## config.mk

```make
export PLATFORM = sky130hd
export DESIGN_NAME = button_debouncer
export DESIGN_NICKNAME = d
export VERILOG_FILES = /design/src/rtl/debounce_pkg.sv /design/src/rtl/sync_2ff.sv /design/src/rtl/button_debouncer.sv
export SDC_FILE = /design/constraint.sdc
export NUM_CORES = 1
export LEC_CHECK = 0
export ABC_AREA = 1
export CORE_ASPECT_RATIO = 0.75
export CORE_MARGIN = 3
export CORE_UTILIZATION = 55
export CTS_BUF_LIST = sky130_fd_sc_hd__clkbuf_8
export CTS_CLUSTER_DIAMETER = 100
export CTS_CLUSTER_SIZE = 16
export DETAILED_ROUTE_END_ITERATION = 7
export PLACE_DENSITY = 0.83
export SLEW_MARGIN = 20
export SYNTH_ARGS = -nofsm -noshare
export SYNTH_HDL_FRONTEND = slang
export SYNTH_SLANG_ARGS = --single-unit
export TNS_END_PERCENT = 100
```

## constraint.sdc

```tcl
create_clock -name clk -period 3.19 [get_ports clk]
set_clock_uncertainty 0.1 [all_clocks]
set_input_delay 0.4785 -clock clk [delete_from_list [all_inputs] [get_ports clk]]
set_output_delay 0.4785 -clock clk [all_outputs]
set_load 0.005 [all_outputs]
```

## src/rtl/debounce_pkg.sv

```systemverilog
// rtl/debounce_pkg.sv - shared debouncer state encoding and default timing constants
package debounce_pkg;

   typedef enum logic [1:0] {
      S_LOW       = 2'd0,
      S_WAIT_HIGH = 2'd1,
      S_HIGH      = 2'd2,
      S_WAIT_LOW  = 2'd3
   } deb_state_t;

   // Defaults assume a 50 MHz system clock.
   localparam int unsigned DEB_20MS_AT_50MHZ = 1_000_000;
   localparam int unsigned REP_DELAY_500MS   = 25_000_000;
   localparam int unsigned REP_PERIOD_100MS  = 5_000_000;

endpackage

```

## src/rtl/sync_2ff.sv

```systemverilog
// rtl/sync_2ff.sv - two-flop synchroniser for a single asynchronous input bit
module sync_2ff (
   input  logic clk,
   input  logic reset,
   input  logic d,
   output logic q
);

   logic meta_q;

   always_ff @(posedge clk or posedge reset) begin
      if (reset) begin
         meta_q <= 1'b0;
         q      <= 1'b0;
      end else begin
         meta_q <= d;
         q      <= meta_q;
      end
   end

endmodule

```

## src/rtl/button_debouncer.sv

```systemverilog
// rtl/button_debouncer.sv - push-button debouncer with level, edge pulses and optional auto-repeat
// Auto-repeat is built only when BTN_REPEAT_EN is defined; otherwise btn_repeat is held at 0.
module button_debouncer
   import debounce_pkg::*;
#(
   parameter int unsigned DEBOUNCE_CYCLES = DEB_20MS_AT_50MHZ,
   parameter int unsigned REPEAT_DELAY    = REP_DELAY_500MS,
   parameter int unsigned REPEAT_PERIOD   = REP_PERIOD_100MS
) (
   input  logic clk,
   input  logic reset,
   input  logic btn_in,
   output logic btn_level,
   output logic btn_rise,
   output logic btn_fall,
   output logic btn_repeat
);

   localparam int unsigned      CNT_W    = $clog2(DEBOUNCE_CYCLES);
   localparam logic [CNT_W-1:0] CNT_LAST = CNT_W'(DEBOUNCE_CYCLES - 1);

   if (DEBOUNCE_CYCLES < 2 || REPEAT_DELAY < 1 || REPEAT_PERIOD < 1) begin : g_bad_cfg
      $error("button_debouncer: invalid timing parameters");
   end

   logic             btn_sync;
   deb_state_t       state_d, state_q;
   logic [CNT_W-1:0] stable_cnt_d, stable_cnt_q, stable_cnt_inc;
   logic             btn_level_d, btn_level_q;
   logic             btn_rise_d, btn_rise_q;
   logic             btn_fall_d, btn_fall_q;

   sync_2ff u_sync (
      .clk   (clk),
      .reset (reset),
      .d     (btn_in),
      .q     (btn_sync)
   );

   // The stable count covers the cycle that entered the wait state, so the
   // accept edge lands DEBOUNCE_CYCLES edges after the synchronised change.
   always_comb begin
      state_d        = state_q;
      stable_cnt_d   = stable_cnt_q;
      btn_level_d    = btn_level_q;
      btn_rise_d     = 1'b0;
      btn_fall_d     = 1'b0;
      stable_cnt_inc = (stable_cnt_q == CNT_LAST) ? stable_cnt_q : stable_cnt_q + 1'b1;
      case (state_q)
         S_LOW: begin
            if (btn_sync) begin
               state_d      = S_WAIT_HIGH;
               stable_cnt_d = '0;
            end
         end
         S_WAIT_HIGH: begin
            if (!btn_sync) begin
               state_d      = S_LOW;
               stable_cnt_d = '0;
            end else if (stable_cnt_inc == CNT_LAST) begin
               state_d      = S_HIGH;
               stable_cnt_d = '0;
               btn_level_d  = 1'b1;
               btn_rise_d   = 1'b1;
            end else begin
               stable_cnt_d = stable_cnt_inc;
            end
         end
         S_HIGH: begin
            if (!btn_sync) begin
               state_d      = S_WAIT_LOW;
               stable_cnt_d = '0;
            end
         end
         S_WAIT_LOW: begin
            if (btn_sync) begin
               state_d      = S_HIGH;
               stable_cnt_d = '0;
            end else if (stable_cnt_inc == CNT_LAST) begin
               state_d      = S_LOW;
               stable_cnt_d = '0;
               btn_level_d  = 1'b0;
               btn_fall_d   = 1'b1;
            end else begin
               stable_cnt_d = stable_cnt_inc;
            end
         end
         default: begin
            state_d      = S_LOW;
            stable_cnt_d = '0;
         end
      endcase
   end

   always_ff @(posedge clk or posedge reset) begin
      if (reset) begin
         state_q      <= S_LOW;
         stable_cnt_q <= '0;
         btn_level_q  <= 1'b0;
         btn_rise_q   <= 1'b0;
         btn_fall_q   <= 1'b0;
      end else begin
         state_q      <= state_d;
         stable_cnt_q <= stable_cnt_d;
         btn_level_q  <= btn_level_d;
         btn_rise_q   <= btn_rise_d;
         btn_fall_q   <= btn_fall_d;
      end
   end

   assign btn_level = btn_level_q;
   assign btn_rise  = btn_rise_q;
   assign btn_fall  = btn_fall_q;

`ifdef BTN_REPEAT_EN
   localparam int unsigned      REP_MAX   = (REPEAT_DELAY > REPEAT_PERIOD) ? REPEAT_DELAY : REPEAT_PERIOD;
   localparam int unsigned      REP_W     = $clog2(REP_MAX + 1);
   localparam logic [REP_W-1:0] REP_FIRST = REP_W'(REPEAT_DELAY);
   localparam logic [REP_W-1:0] REP_NEXT  = REP_W'(REPEAT_PERIOD);

   logic [REP_W-1:0] rep_cnt_d, rep_cnt_q;
   logic             rep_armed_d, rep_armed_q;
   logic             rep_pulse_d, rep_pulse_q;
   logic             held_next;

   // rep_armed marks that the first (longer) delay has elapsed; the counter
   // restarts after every pulse and never fires on the release edge itself.
   always_comb begin
      rep_cnt_d   = '0;
      rep_armed_d = 1'b0;
      rep_pulse_d = 1'b0;
      held_next   = (state_d == S_HIGH) || (state_d == S_WAIT_LOW);
      if (held_next && !btn_rise_d) begin
         rep_cnt_d   = rep_cnt_q + 1'b1;
         rep_armed_d = rep_armed_q;
         if (rep_cnt_d == (rep_armed_q ? REP_NEXT : REP_FIRST)) begin
            rep_cnt_d   = '0;
            rep_armed_d = 1'b1;
            rep_pulse_d = 1'b1;
         end
      end
   end

   always_ff @(posedge clk or posedge reset) begin
      if (reset) begin
         rep_cnt_q   <= '0;
         rep_armed_q <= 1'b0;
         rep_pulse_q <= 1'b0;
      end else begin
         rep_cnt_q   <= rep_cnt_d;
         rep_armed_q <= rep_armed_d;
         rep_pulse_q <= rep_pulse_d;
      end
   end

   assign btn_repeat = rep_pulse_q;
`else
   assign btn_repeat = 1'b0;
`endif

endmodule

```

==> results of run 1 <==
## layout make-up
type,instances,area [um^2]
inverters,33,124
multi-input cells,205,1060
flip-flops and latches,27,676
fillers,276,1080
repair buffers,8,72.6
well taps,38,47.5
clock buffers,3,41.3
clock inverters,1,7.51
## state kept, by name (all words and copies together) (netlist names), named ones only
signal and flops:
stable_cnt_q 20, btn_fall 1, btn_level 1, btn_rise 1, state_q 1, u_sync.meta_q 1
u_sync.q 1
## layer usage
metal  global-route usage  routed length, um
met5                    0                  0
met4               0.0207                 69
met3               0.0376                429
met2                0.335               1850
met1                0.386               2250
## worst min path at each step
stage,slack (ns),startpoint,endpoint,cells after the start
after CTS,0.28,u_sync.meta_q$_DFF_PP0_,u_sync.q$_DFF_PP0_,0
after floorplan,0.23,u_sync.meta_q$_DFF_PP0_,u_sync.q$_DFF_PP0_,0
after global placement,0.23,u_sync.meta_q$_DFF_PP0_,u_sync.q$_DFF_PP0_,0
after global routing,0.29,u_sync.meta_q$_DFF_PP0_,u_sync.q$_DFF_PP0_,0
final,0.28,u_sync.meta_q$_DFF_PP0_,u_sync.q$_DFF_PP0_,0
after detailed placement,0.25,u_sync.meta_q$_DFF_PP0_,u_sync.q$_DFF_PP0_,0
## worst max-delay path: stages, from the launching register on
cell	delay [ns]
dfrtp_1	0.46
ha_1	0.26
nand3_2	0.17
inv_1	0.11
nand2_1	0.10
nor2_1	0.16
nand3_1	0.09
nand2_1	0.11
nand4_1	0.16
nor2_4	0.21
nand2_2	0.22
nand3_1	0.14
nand2_1	0.06
## synthesized netlist by cell type (3+ instances only)
cell,n
nand3b_1,3
inv_2,3
nor2_4,3
inv_1,29
o211ai_1,7
nand2_2,4
o21ai_0,3
a21oi_1,3
xor2_1,7
dfrtp_1,27
nand2_1,79
nor2_1,32
nand3_2,9
nand3_1,32
nand4_1,10
nor2_2,4
## through the flow
stage | instances | setup WS, ns
after floorplan | 270 | 1.15
after global routing | 315 | 0.541
after global placement | 311 | 0.870
final | 315 | 0.741
after detailed placement | 311 | 0.820
after CTS | 315 | 0.794
## cell families (layout without fill, tap and decap cells)
family,Yosys count,after routing,share of synthesized area
and+or+nand+nor,179,179,0.460
buffers and inverters,38,45,0.0820
DFF,27,27,0.357
AOI/OAI and AO/OA,15,15,0.0509
xor gates and xnor gates,9,9,0.0417
adders and majority gates,1,1,0.00661
other,1,1,0.00198
## power breakdown
group	internal, W	switching, W	leakage, nW	total [W]
Clock	0.0000889	0.000114	0.0217	0.000203
Combinational	0.0000101	0.0000266	0.474	0.0000367
Sequential	0.000346	0.00000626	0.369	0.000352
Total	0.000445	0.000147	0.865	0.000591
==> metrics, run 1 <==
Post-Syn Area 1890 um^2; routability cong. 0.933; max_cap viols 0; worst-case clock buffer depth 2; Fin. Hold Viols 0; cts hold-fix bufs 0; clock tree sinks 27; Netlist cell types 29; r2r worst-path depth 12; drt pass-1 iters 5; DP Area 1980 um^2; worst hold slack 0.278 ns; Layout area overhead 7.28%; RSZ-0062 raised after global routing no; Crit. End Element flop; share of post-route cells with drive strength above 1 0.116; Reg2Reg Capture Point stable_cnt_q[2]$_DFFE_PP0P_; CP Launch Type flop; DRT antenna net count 0; vias 1788; initial core utilization 0.609; drt total wl 4600 um; CP Class flop to flop; initial DRC count 155; Max transition margin 0.599; setup slack, reg-to-reg 0.74 ns; P_leak 0.865 nW; fmax 408 MHz; Die Span Y 56.8 um; Remaining Overflow, GRT 0; final-report max-slew violation count 0; CTS buffer count 3; Max IR drop VDD 0.213 mV; drt via density 5.68; Synth area leader dfrtp_1; EDFF count, synth 0; core area 3110 um^2; status complete, no violations; Synthesized Nets 274; Setup TNS 0 ns; fin crit share 0.768; die width 73.7 um; Worst-path clk slew 0.10 ns; Tmin final 2.45 ns; DR WL/cell 14.6 um; DP HPWL 3400 um; Slew @ Worst Pin 0.599 ns; GR Util All Layers 0.237; Root Buffer clkbuf_8; Critical Path AT 2.53 ns; total power 0.000591 W; Synth Register Bits 27; sequential cell area fraction in the yosys report 0.357; Clock Latency Late Sink 0.28 ns; ys async rst share 1.00; CTS H-tree lvls 1; I/O pin cnt 7; initial antenna violation count 0; DRC 0; WP data required 3.27 ns; power density over the cells 291 nW/um^2; most frequent cells in the layout 79 x nand2_1, 32 x nor2_1, 32 x nand3_1; design area 2030 um^2; # nets final 282; ys flop type dfrtp_1; Setup violations, final 0; Die ar. 4190 um^2; Critical Path Fanout Max 12; yosys warns 0; Synth Instances 270; hold crit path type flop to flop; vias in the first global route 1568; ANT cells 0; post-layout util 0.654; CTS tree done; Worst R2R Start stable_cnt_q[0]$_DFFE_PP0P_; Post-CTS Setup Repair Bufs 0; cell row count 17; Mean Syn Cell Area 7.01 um^2; Port Buffers 5; crit path launch stable_cnt_q[0]$_DFFE_PP0P_; first-pass GRT wire length 7690 um; Critical Path End stable_cnt_q[2]$_DFFE_PP0P_; top cell type's share of synthesized area 0.357; most common cell after layout, fill and taps aside nand2_1; top post-synthesis cells by area dfrtp_1 36%, nand2_1 16%, nand3_1 8.5%, nor2_1 6.3%, inv_1 5.8%; largest net degree at the start of global routing 28; post-cts sizing count 0
Note: power is estimated with default switching activity, not from simulation.
==> run 2: changes to the inputs <==
--- a/config.mk
+++ b/config.mk
@@ -13,7 +13,7 @@
 export CTS_CLUSTER_DIAMETER = 100
 export CTS_CLUSTER_SIZE = 16
 export DETAILED_ROUTE_END_ITERATION = 7
-export PLACE_DENSITY = 0.83
+export PLACE_DENSITY = 0.86
 export SLEW_MARGIN = 20
 export SYNTH_ARGS = -nofsm -noshare
 export SYNTH_HDL_FRONTEND = slang
==> constraint.sdc (replaced) <==
create_clock -name clk -period 2.11 [get_ports clk]
set_clock_uncertainty 0.1 [all_clocks]
set_input_delay 0.3165 -clock clk [delete_from_list [all_inputs] [get_ports clk]]
set_output_delay 0.3165 -clock clk [all_outputs]
set_load 0.005 [all_outputs]
==> metrics, run 2 (synthesized netlist as in run 1, its figures left out) <==
Slew @ Worst Pin 0.544 ns (-0.0545 ns); GR Util All Layers 0.275 (+0.0378); CP delay by family, top simple AND/OR/NAND/NOR gates; vias 2118 (+18%); ANT cells 0 (unchanged); M3 GR Usage 0.0644 (+0.0268); initial core utilization 0.609 (unchanged); initial DRC count 331 (+110%); die width 73.7 um (unchanged); Layout area overhead 32.1%; # nets final 320 (+13%); first-pass GRT wire length 8860 um (+15%); Pint 0.000683 W (+54%); Die ar. 4190 um^2 (unchanged); total power 0.000907 W (+53%); DRC 0 (unchanged); Crit. End Element flop; Max IR drop VDD 0.336 mV (+58%); drt pass-1 iters 5 (unchanged); fin crit share 1.05 (+0.285); Remaining Overflow, GRT 0 (unchanged); most frequent cells in the layout 70 x nand2_1, 37 x buf_4, 28 x inv_1; Net Sw Power 0.000224 W (+53%); cell row count 17 (unchanged); hold crit path type flop to flop; Reg power frac 0.583 (-0.012); routability cong. 0.968 (+3.7%); max reg flops 20 (unchanged); largest net degree at the start of global routing 28 (unchanged); final-report max-slew violation count 0 (unchanged); DRT antenna net count 0 (unchanged); Setup violations, final 10 (+10); Clock Latency Late Sink 0.28 ns (about the same); DP HPWL 3950 um (+16%); CP cell instances nor2_1 > nand2_1 > nor2_4 > nand3_4 > nand2_1 > inv_1 > nor2_4 > nand3_2 > nor2_4 > buf_6 > nand3_4 > nor2_1; worst-case clock buffer depth 2 (unchanged); hold path cells 0 (unchanged); status complete, but fails checks; most common cell after layout, fill and taps aside nand2_1; Root Buffer clkbuf_8; vias in the first global route 1877 (+20%); CTS tree done; Port Buffers 5 (unchanged); Critical Path Fanout Max 8 (-4); r2r worst-path depth 12 (unchanged); clock tree sinks 27 (unchanged); Critical Path AT 2.31 ns (-0.22 ns); fillcell total 211 (-24%); CP Class flop to flop; DR WL/cell 17.6 um (+21%); power density over the cells 363 nW/um^2 (+25%); most frequent CP cell nor2_4; post-route insts no fill 353 (+12%); switch share 0.247 (-0.00133); global routing's busiest layer met2; GR met2 Demand/Resource 0.414 (+0.0795); Worst-path clk slew 0.09 ns (about the same); Combinational Power Share 0.094 (+0.032); drt via density 6.00 (+5.7%); P_leak 1.06 nW (+23%); largest reg by FF count stable_cnt_q; Fin. Hold Viols 0 (unchanged); max_cap viols 0 (unchanged); core area 3110 um^2 (unchanged); largest stage delay on the critical path 0.47 ns (about the same); fmax 450 MHz (+10%); WP data required 2.20 ns (-1.07 ns); Die Span Y 56.8 um (unchanged); CP Launch Type flop; I/O pin cnt 7 (unchanged); CTS buffer count 3 (unchanged); critical path depth in cells 12 (unchanged); RSZ-0062 raised after global routing yes; failing checks setup timing; worst path buffer plus inverter count 2 (+1); slowest cell on the critical path dfrtp_2; initial antenna violation count 0 (unchanged); placed cells 333 (+7.1%); CTS H-tree lvls 1 (unchanged); Tmin final 2.22 ns (-0.228 ns); Max transition margin 0.636 (+0.0364); Clk network pwr share 0.322 (-0.021); setup slack after layout -0.111 ns (-0.852 ns); drt total wl 6220 um (+35%); met1 Use GR 0.393 (+0.00619); share of post-route cells with drive strength above 1 0.337 (+0.221)
-- run 2: layout make-up --
type                    instances  area [um^2]  share of cell area
clock inverters                 1         3.75             0.00150
multi-input cells             205         1220               0.489
well taps                      38         47.5              0.0190
repair buffers                 46          373               0.149
clock buffers                   3         41.3              0.0165
inverters                      33          126              0.0506
flip-flops and latches         27          684               0.274
-- run 2: worst reg2reg max path, delay by kind of cell, from the launching register on --
| family | cells | cell delay [ns] |
|---|---|---|
| buffers and inverters | 2 | 0.23 |
| DFF | 1 | 0.47 |
| and+or+nand+nor | 10 | 1.34 |
-- run 2: path summary, 6_finish.rpt --
kind                                                  start                      endpoint  slack [ns]
worst min-delay path                u_sync.meta_q$_DFF_PP0_            u_sync.q$_DFF_PP0_        0.26
max in group asynchronous                             reset  stable_cnt_q[13]$_DFFE_PP0P_        1.32
worst max-delay path            stable_cnt_q[6]$_DFFE_PP0P_            btn_fall$_DFF_PP0_       -0.11
min in group asynchronous                             reset  stable_cnt_q[16]$_DFFE_PP0P_        0.29
worst max register to register  stable_cnt_q[6]$_DFFE_PP0P_            btn_fall$_DFF_PP0_       -0.11
worst min register to register      u_sync.meta_q$_DFF_PP0_            u_sync.q$_DFF_PP0_        0.26
-- run 2: power by group through the flow --
stage / Combinational (W) / Clock, W / Sequential, W
final: 0.0000854 / 0.000292 / 0.000529
after detailed placement: 0.0000695 / 0 / 0.000537
after global routing: 0.0000941 / 0.000312 / 0.000530
after CTS: 0.0000701 / 0.000290 / 0.000526
after global placement: 0.0000682 / 0 / 0.000536
after floorplan: 0.0000407 / 0 / 0.000537
-- run 2: layer usage --
layer	part of all wire	up-vias
li1	-	957
met1	0.39	962
met2	0.45	159
met3	0.11	40
met4	0.050	0
met5	0	-
-- run 2: through the flow --
| stage | TNS, ns | util | hold WS, ns | instance area (um^2) | setup slack (ns) |
|---|---|---|---|---|---|
| 2_1_floorplan | 0 | - | 0.231 | 1890 | 0.0686 |
| 3_3_place_gp | -0.00819 | 0.691 | 0.242 | 2150 | -0.00819 |
| 3_5_place_dp | -0.895 | 0.691 | 0.246 | 2150 | -0.0917 |
| 4_1_cts | -0.0177 | 0.728 | 0.266 | 2260 | -0.0103 |
| 5_1_grt | -2.88 | 0.805 | 0.286 | 2500 | -0.241 |
| 6_report | -0.453 | 0.805 | 0.263 | 2500 | -0.111 |
-- run 2: repair_timing --
item,CTS,global route
buffers inserted,6,10
gates resized for setup,10,46
endpoints found under the hold margin,0,0
pin swaps,5,17
hold buffers,0,0
endpoints found under the setup margin,17,17
==> edit 1: new RTL, settings of run 2 <==
Build with the macro `BTN_REPEAT_EN` defined.
--- a/src/rtl/button_debouncer.sv
+++ b/src/rtl/button_debouncer.sv
@@ -2,2 +2,4 @@
 // Auto-repeat is built only when BTN_REPEAT_EN is defined; otherwise btn_repeat is held at 0.
+`define BTN_REPEAT_EN
+
 module button_debouncer
Check against the original RTL: no difference found for any inputs over 10 cycles, from zero or initial values and one cycle with reset high; that may be too few to reach the edited logic, so the function may still have changed.
==> edit 1 against run 2 <==
The flow finishes with violations (DRC, setup timing). Total power increased by 120%. Synthesized area increased by 89%. Utilization is 2.0 points higher. Worst setup slack worse by 480 ps. Sequential cell count rose by 27. Cell area up 100%. Critical path depth grew 4. Die area rose by 80%. Wire length rose to 2.6 times the old value. Hold slack got worse by 5.1 ps. Critical endpoint is now state_q[1]$_DFF_PP0_. Largest power group unchanged. Highest routed layer unchanged.
==> edit 1: results (changes against run 2) <==
| Metric | Value |
|---|---|
| Status | finished with violations |
| Failing checks | DRC, setup timing |
| WP data arrival | 2880 ps (+570 ps) |
| Starting DRT DRC Count | 1,170 (+250%) |
| Crit-path max FO | 7 (-1) |
| Leakage | 2.22 nW (+110%) |
| First-pass DRT Iterations | 8 (+3) |
| Vias post-DR | 4,840 (+130%) |
| Largest registers | rep_cnt_q x25, stable_cnt_q x20, state_q x2 |
| Synth top cells by count | nand2_1, nor2_1, inv_1 |
| Seq/Total Area, Yosys | 37.7% (+2.0 points) |
| Drt total wl | 16.5 mm (+160%) |
| Asr flop ratio synth | 100% (unchanged) |
| Post-Syn Nets | 533 (+95%) |
| Largest net degree at the start of global routing | 55 (+96%) |
| DR DRC count | 78 (+78) |
| Fillers | 269 (+27%) |
| Netlist cell types | 33 (+14%) |
| Setup violation total in the final timing report | 44 (+34) |
| CTS buffer count | 5 (+2) |
| VDD IR-drop max | 592 uV (+76%) |
| Final Wtd Congestion | 0.966 (-0.14%) |
| Setup slack at placement | -232 ps (-140 ps) |
| Clock Latency Late Sink | 330 ps (+50 ps) |
| Share of cells above drive strength 1 | 34.1% (+0.42 points) |
| Reg with most FFs | rep_cnt_q |
| Top cells by area, synth | dfrtp_1, nand2_1, nor2_1 |
| CTS Buffer Depth | 2 (unchanged) |
| Vias in the first global route | 4,193 (+120%) |
| Hold/Removal Path Class | in -> async |
| First-pass GRT wire length | 20.2 mm (+130%) |
| Worst-path clk slew | 110 ps (+20 ps) |
| Slew @ Worst Pin | 620 ps (+75.5 ps) |
| H-tree Lvls | 2 (+1) |
| Total Routing Usage GR | 33.2% (+5.7 points) |
| Internal power | 1.54 mW (+130%) |
| Worst Setup SP | stable_cnt_q[4]$_DFFE_PP0P_ |
| Port-buffer cells | 6 (+1) |
| Nets | 635 (+98%) |
| FF-to-FF Start | stable_cnt_q[4]$_DFFE_PP0P_ |
| Final Worst Setup Slack | -592 ps (-481 ps) |
| Detailed placement HPWL | 7.92 mm (+100%) |
| Placed inst area | 0.00434 mm^2 (+100%) |
## edit 1: logic make-up after synthesis
logic type | synth area share (%)
and+or+nand+nor | 43.9
buffers and inverters | 9.46
xor gates and xnor gates | 4.12
DFF | 37.7
AOI/OAI and AO/OA | 4.08
adders and majority gates | 0.698
## edit 1: path summary, 6_finish.rpt
check	to	slack, ps	cells after the start
worst max register to register	state_q[1]$_DFF_PP0_	-590	16
min in group clk	u_sync.q$_DFF_PP0_	270	0
worst max-delay path	state_q[1]$_DFF_PP0_	-590	16
max in group asynchronous	stable_cnt_q[8]$_DFFE_PP0P_	1370	3
worst min-delay path	btn_repeat$_DFF_PP0_	260	3
worst min register to register	u_sync.q$_DFF_PP0_	270	0
## edit 1: power by group through the flow
stage / combinational (mW) / sequential (mW) / clock (mW)
finish: 0.0883 / 1.05 / 0.872
global route: 0.0923 / 1.05 / 0.898
CTS: 0.0778 / 1.04 / 0.843
detailed placement: 0.0741 / 1.06 / 0
global placement: 0.0717 / 1.06 / 0
floorplan: 0.0421 / 1.06 / 0
## edit 1: critical path, cell delays in order (launching register included)
cell and delay, ps:
dfrtp_1 550, nand2_4 150, inv_2 80, nand2_1 80, nor2_4 150, nand3_4 140, nand2_1 140, nand2_1 100
nor2_2 130, nand3_2 180, nor2_4 230, buf_4 160, buf_4 120, nand3_1 110, nand2_1 120, nand2_1 60
inv_1 50
## edit 1: what timing repair did
action | CTS | global route
setup endpoints to repair | 43 | 45
gates resized for setup | 53 | 59
setup buffers | 9 | 8
pin swaps | 21 | 21
## edit 1: cell type report
| class | count | area [um^2] | area share [%] |
|---|---|---|---|
| Timing Repair Buffer | 104 | 851 | 17.0 |
| Multi-Input combinational cell | 391 | 2270 | 45.4 |
| Clock inverter | 3 | 68.8 | 1.38 |
| Sequential cell | 54 | 1360 | 27.1 |
| Clock buffer | 5 | 68.8 | 1.38 |
| Inverter | 74 | 285 | 5.70 |
| Tap cell | 78 | 97.6 | 1.95 |
## edit 1: through the flow
| stage | hold WS (ps) | power, mW | TNS [ps] | utilization, % | std cells |
|---|---|---|---|---|---|
| after floorplan | 231 | 1.10 | 0 | - | 528 |
| after global placement | 237 | 1.14 | -2100 | 71.6 | 686 |
| after detailed placement | 242 | 1.14 | -5700 | 71.6 | 686 |
| after CTS | 266 | 1.97 | -3100 | 78.2 | 703 |
| after global routing | 275 | 2.04 | -24840 | 82.5 | 709 |
| final | 258 | 2.01 | -23820 | 82.5 | 709 |
## edit 1: metal layers
layer  part of all wire (%)  track usage [%]  vias to the layer above
li1                       -                -                     1866
met3                     17             6.24                      257
met4                    9.8             13.4                        0
met5                      0                0                        -
met1                     33             46.5                     2099
met2                     40             50.7                      618
==> edit 2: new RTL, flow settings as in run 2 <==
Without the edit above. Encoding of `deb_state_t`: now one-hot (4 bits for 4 states).
--- a/src/rtl/debounce_pkg.sv
+++ b/src/rtl/debounce_pkg.sv
@@ -3,7 +3,7 @@
 
-   typedef enum logic [1:0] {
-      S_LOW       = 2'd0,
-      S_WAIT_HIGH = 2'd1,
-      S_HIGH      = 2'd2,
-      S_WAIT_LOW  = 2'd3
+   typedef enum logic [3:0] {
+      S_LOW       = 4'b0001,
+      S_WAIT_HIGH = 4'b0010,
+      S_HIGH      = 4'b0100,
+      S_WAIT_LOW  = 4'b1000
    } deb_state_t;
Formal check against the unedited RTL: same outputs for any inputs over 10 cycles, from zero or initial values and one cycle with reset high; not proved beyond that.
==> edit 2 against run 2 <==
The run ends with DRC, setup timing left. Worst setup slack got worse by 130 ps. Sequential cell count increased by 2. Cell area increased by 24%. Non-clock buffer count increased by 18. Die area increased by 15%. Synthesized area increased by 17%. Wire length increased by 31%. Critical path type unchanged. Highest routed layer unchanged.
Power is not compared: it rests on default switching activity, and its combinational part moved more than twofold at a synthesized area within 25%.
==> edit 2: results (changes against run 2) <==
| Metric | Value |
|---|---|
| Status | finished with violations |
| Failing checks | DRC, setup timing |
| Detailed placement HPWL | 4.39 mm (+11%) |
| WP data arrival | 2460 ps (+150 ps) |
| Final Worst Setup Slack | -245 ps (-134 ps) |
| Placed inst area | 0.00256 mm^2 (+19%) |
| Starting DRT DRC Count | 386 (+17%) |
| Final hold slack | 258 ps (-5.86 ps) |
| First-pass GRT wire length | 11.4 mm (+28%) |
| Vias per cell | 6.09 (+1.5%) |
| Nets | 394 (+23%) |
| Fillers | 217 (+2.8%) |
| Post-detailed-route wirelength per cell | 18.5 um (+4.7%) |
| Crit-path max FO | 3 (-5) |
| Setup slack at placement | -125 ps (-33.0 ps) |
| Largest net degree at the start of global routing | 30 (+7.1%) |
| Length in cells of the worst reg-to-reg path | 14 (+2) |
| Vias post-DR | 2,698 (+27%) |
| Share of cells above drive strength 1 | 38.1% (+4.5 points) |
| Slew @ Worst Pin | 579 ps (+35.0 ps) |
| GRT met3 Usage | 4.45% (-2.0 points) |
| CTS buffer count | 5 (+2) |
| First-pass DRT Iterations | 8 (+3) |
| Post-Syn Nets | 329 (+20%) |
| Total Routing Usage GR | 31.1% (+3.6 points) |
| Slowest cell on crit path | dfrtp_1 |
| Seq/Total Area, Yosys | 33.0% (-2.7 points) |
| Met2 Usage GRT | 50.2% (+8.8 points) |
| DR DRC count | 2 (+2) |
| GR Util met1 | 42.7% (+3.4 points) |
| Post-synthesis average cell area | 6.78 um^2 (-3.2%) |
| CP peak stage delay | 430 ps (-40 ps) |
| Initial antenna violation count | 0 (unchanged) |
| Netlist cell types | 32 (+10%) |
| Setup violation total in the final timing report | 27 (+17) |
| Worst-path clk slew | 70 ps (-20 ps) |
==> edit 2: cell count changes after synthesis, sizes merged, moves of 2 or more <==
cell    before  now
or2          0    2
nor3         1    3
nand3       42   28
inv         32   44
xnor2        2    0
nor4         0    3
nand3b       3    1
o211ai       7    0
nand2       83  110
o21ai        4   26
a21oi        3    0
nor2        39   49
xor2         7    9
==> edit 2: power by group <==
| part | switching (mW) | internal, mW | leakage (nW) |
|---|---|---|---|
| clock network | 0.241 | 0.384 | 0.0574 |
| logic | 0.292 | 0.169 | 0.941 |
| registers | 0.0295 | 0.594 | 0.382 |
==> edit 2: layer usage <==
layer | share of wire [%] | vias to the layer above
li1 | - | 1147
met1 | 38 | 1255
met5 | 0 | -
met3 | 13 | 80
met2 | 43 | 216
met4 | 6.7 | 0
==> edit 2: cell type report <==
class,count,share of cell area [%]
sequential,29,23.7
clock inverter,2,1.21
multi-input combinational,245,46.4
inverter,45,5.56
clock buffer,6,2.66
timing repair buffer,64,18.3
tap,52,2.10
==> edit 2: worst paths after layout <==
path | from | endpoint
min in group asynchronous | reset | state_q[2]$_DFFE_PP0P_
worst max-delay path | stable_cnt_q[0]$_DFFE_PP0P_ | stable_cnt_q[12]$_DFFE_PP0P_
worst min-delay path | u_sync.meta_q$_DFF_PP0_ | u_sync.q$_DFF_PP0_
max in group asynchronous | reset | state_q[0]$_DFFE_PP1P_
worst max register to register | stable_cnt_q[0]$_DFFE_PP0P_ | stable_cnt_q[12]$_DFFE_PP0P_
worst min register to register | u_sync.meta_q$_DFF_PP0_ | u_sync.q$_DFF_PP0_
==> edit 2: cells by family (layout without fill, tap and decap cells) <==
family	count (synthesis)	in the layout	share of synthesized area (%)
simple gates	206	207	43.6
buf+inv	52	117	10.2
flops	29	29	33.0
compound gates	27	27	8.97
xor+xnor	9	9	3.58
fa+ha+maj	1	1	0.567
other cells	1	1	0.170
==> edit 2: worst max-delay path, delay by kind of cell (launching register included) <==
kind / cells / cell delay, ps
simple gates: 4 / 390
compound gates: 1 / 180
xor+xnor: 1 / 230
buf+inv: 7 / 740
fa+ha+maj: 1 / 180
flops: 1 / 430
==> edit 2: what timing repair did <==
item,4_1_cts,5_1_grt
gates cloned,2,0
pin swaps,10,15
buffers inserted,19,3
gates resized for setup,40,20
endpoints found under the setup margin,24,27
==> edit 2: per-stage QoR <==
step | setup TNS (ps) | utilization, % | power (mW)
6_report | -4610 | 82.6 | 1.71
4_1_cts | -472 | 80.1 | 1.65
3_5_place_dp | -1960 | 68.2 | 0.977
2_1_floorplan | 0 | - | 0.890
5_1_grt | -7110 | 82.6 | 1.77
3_3_place_gp | -734 | 68.2 | 0.969
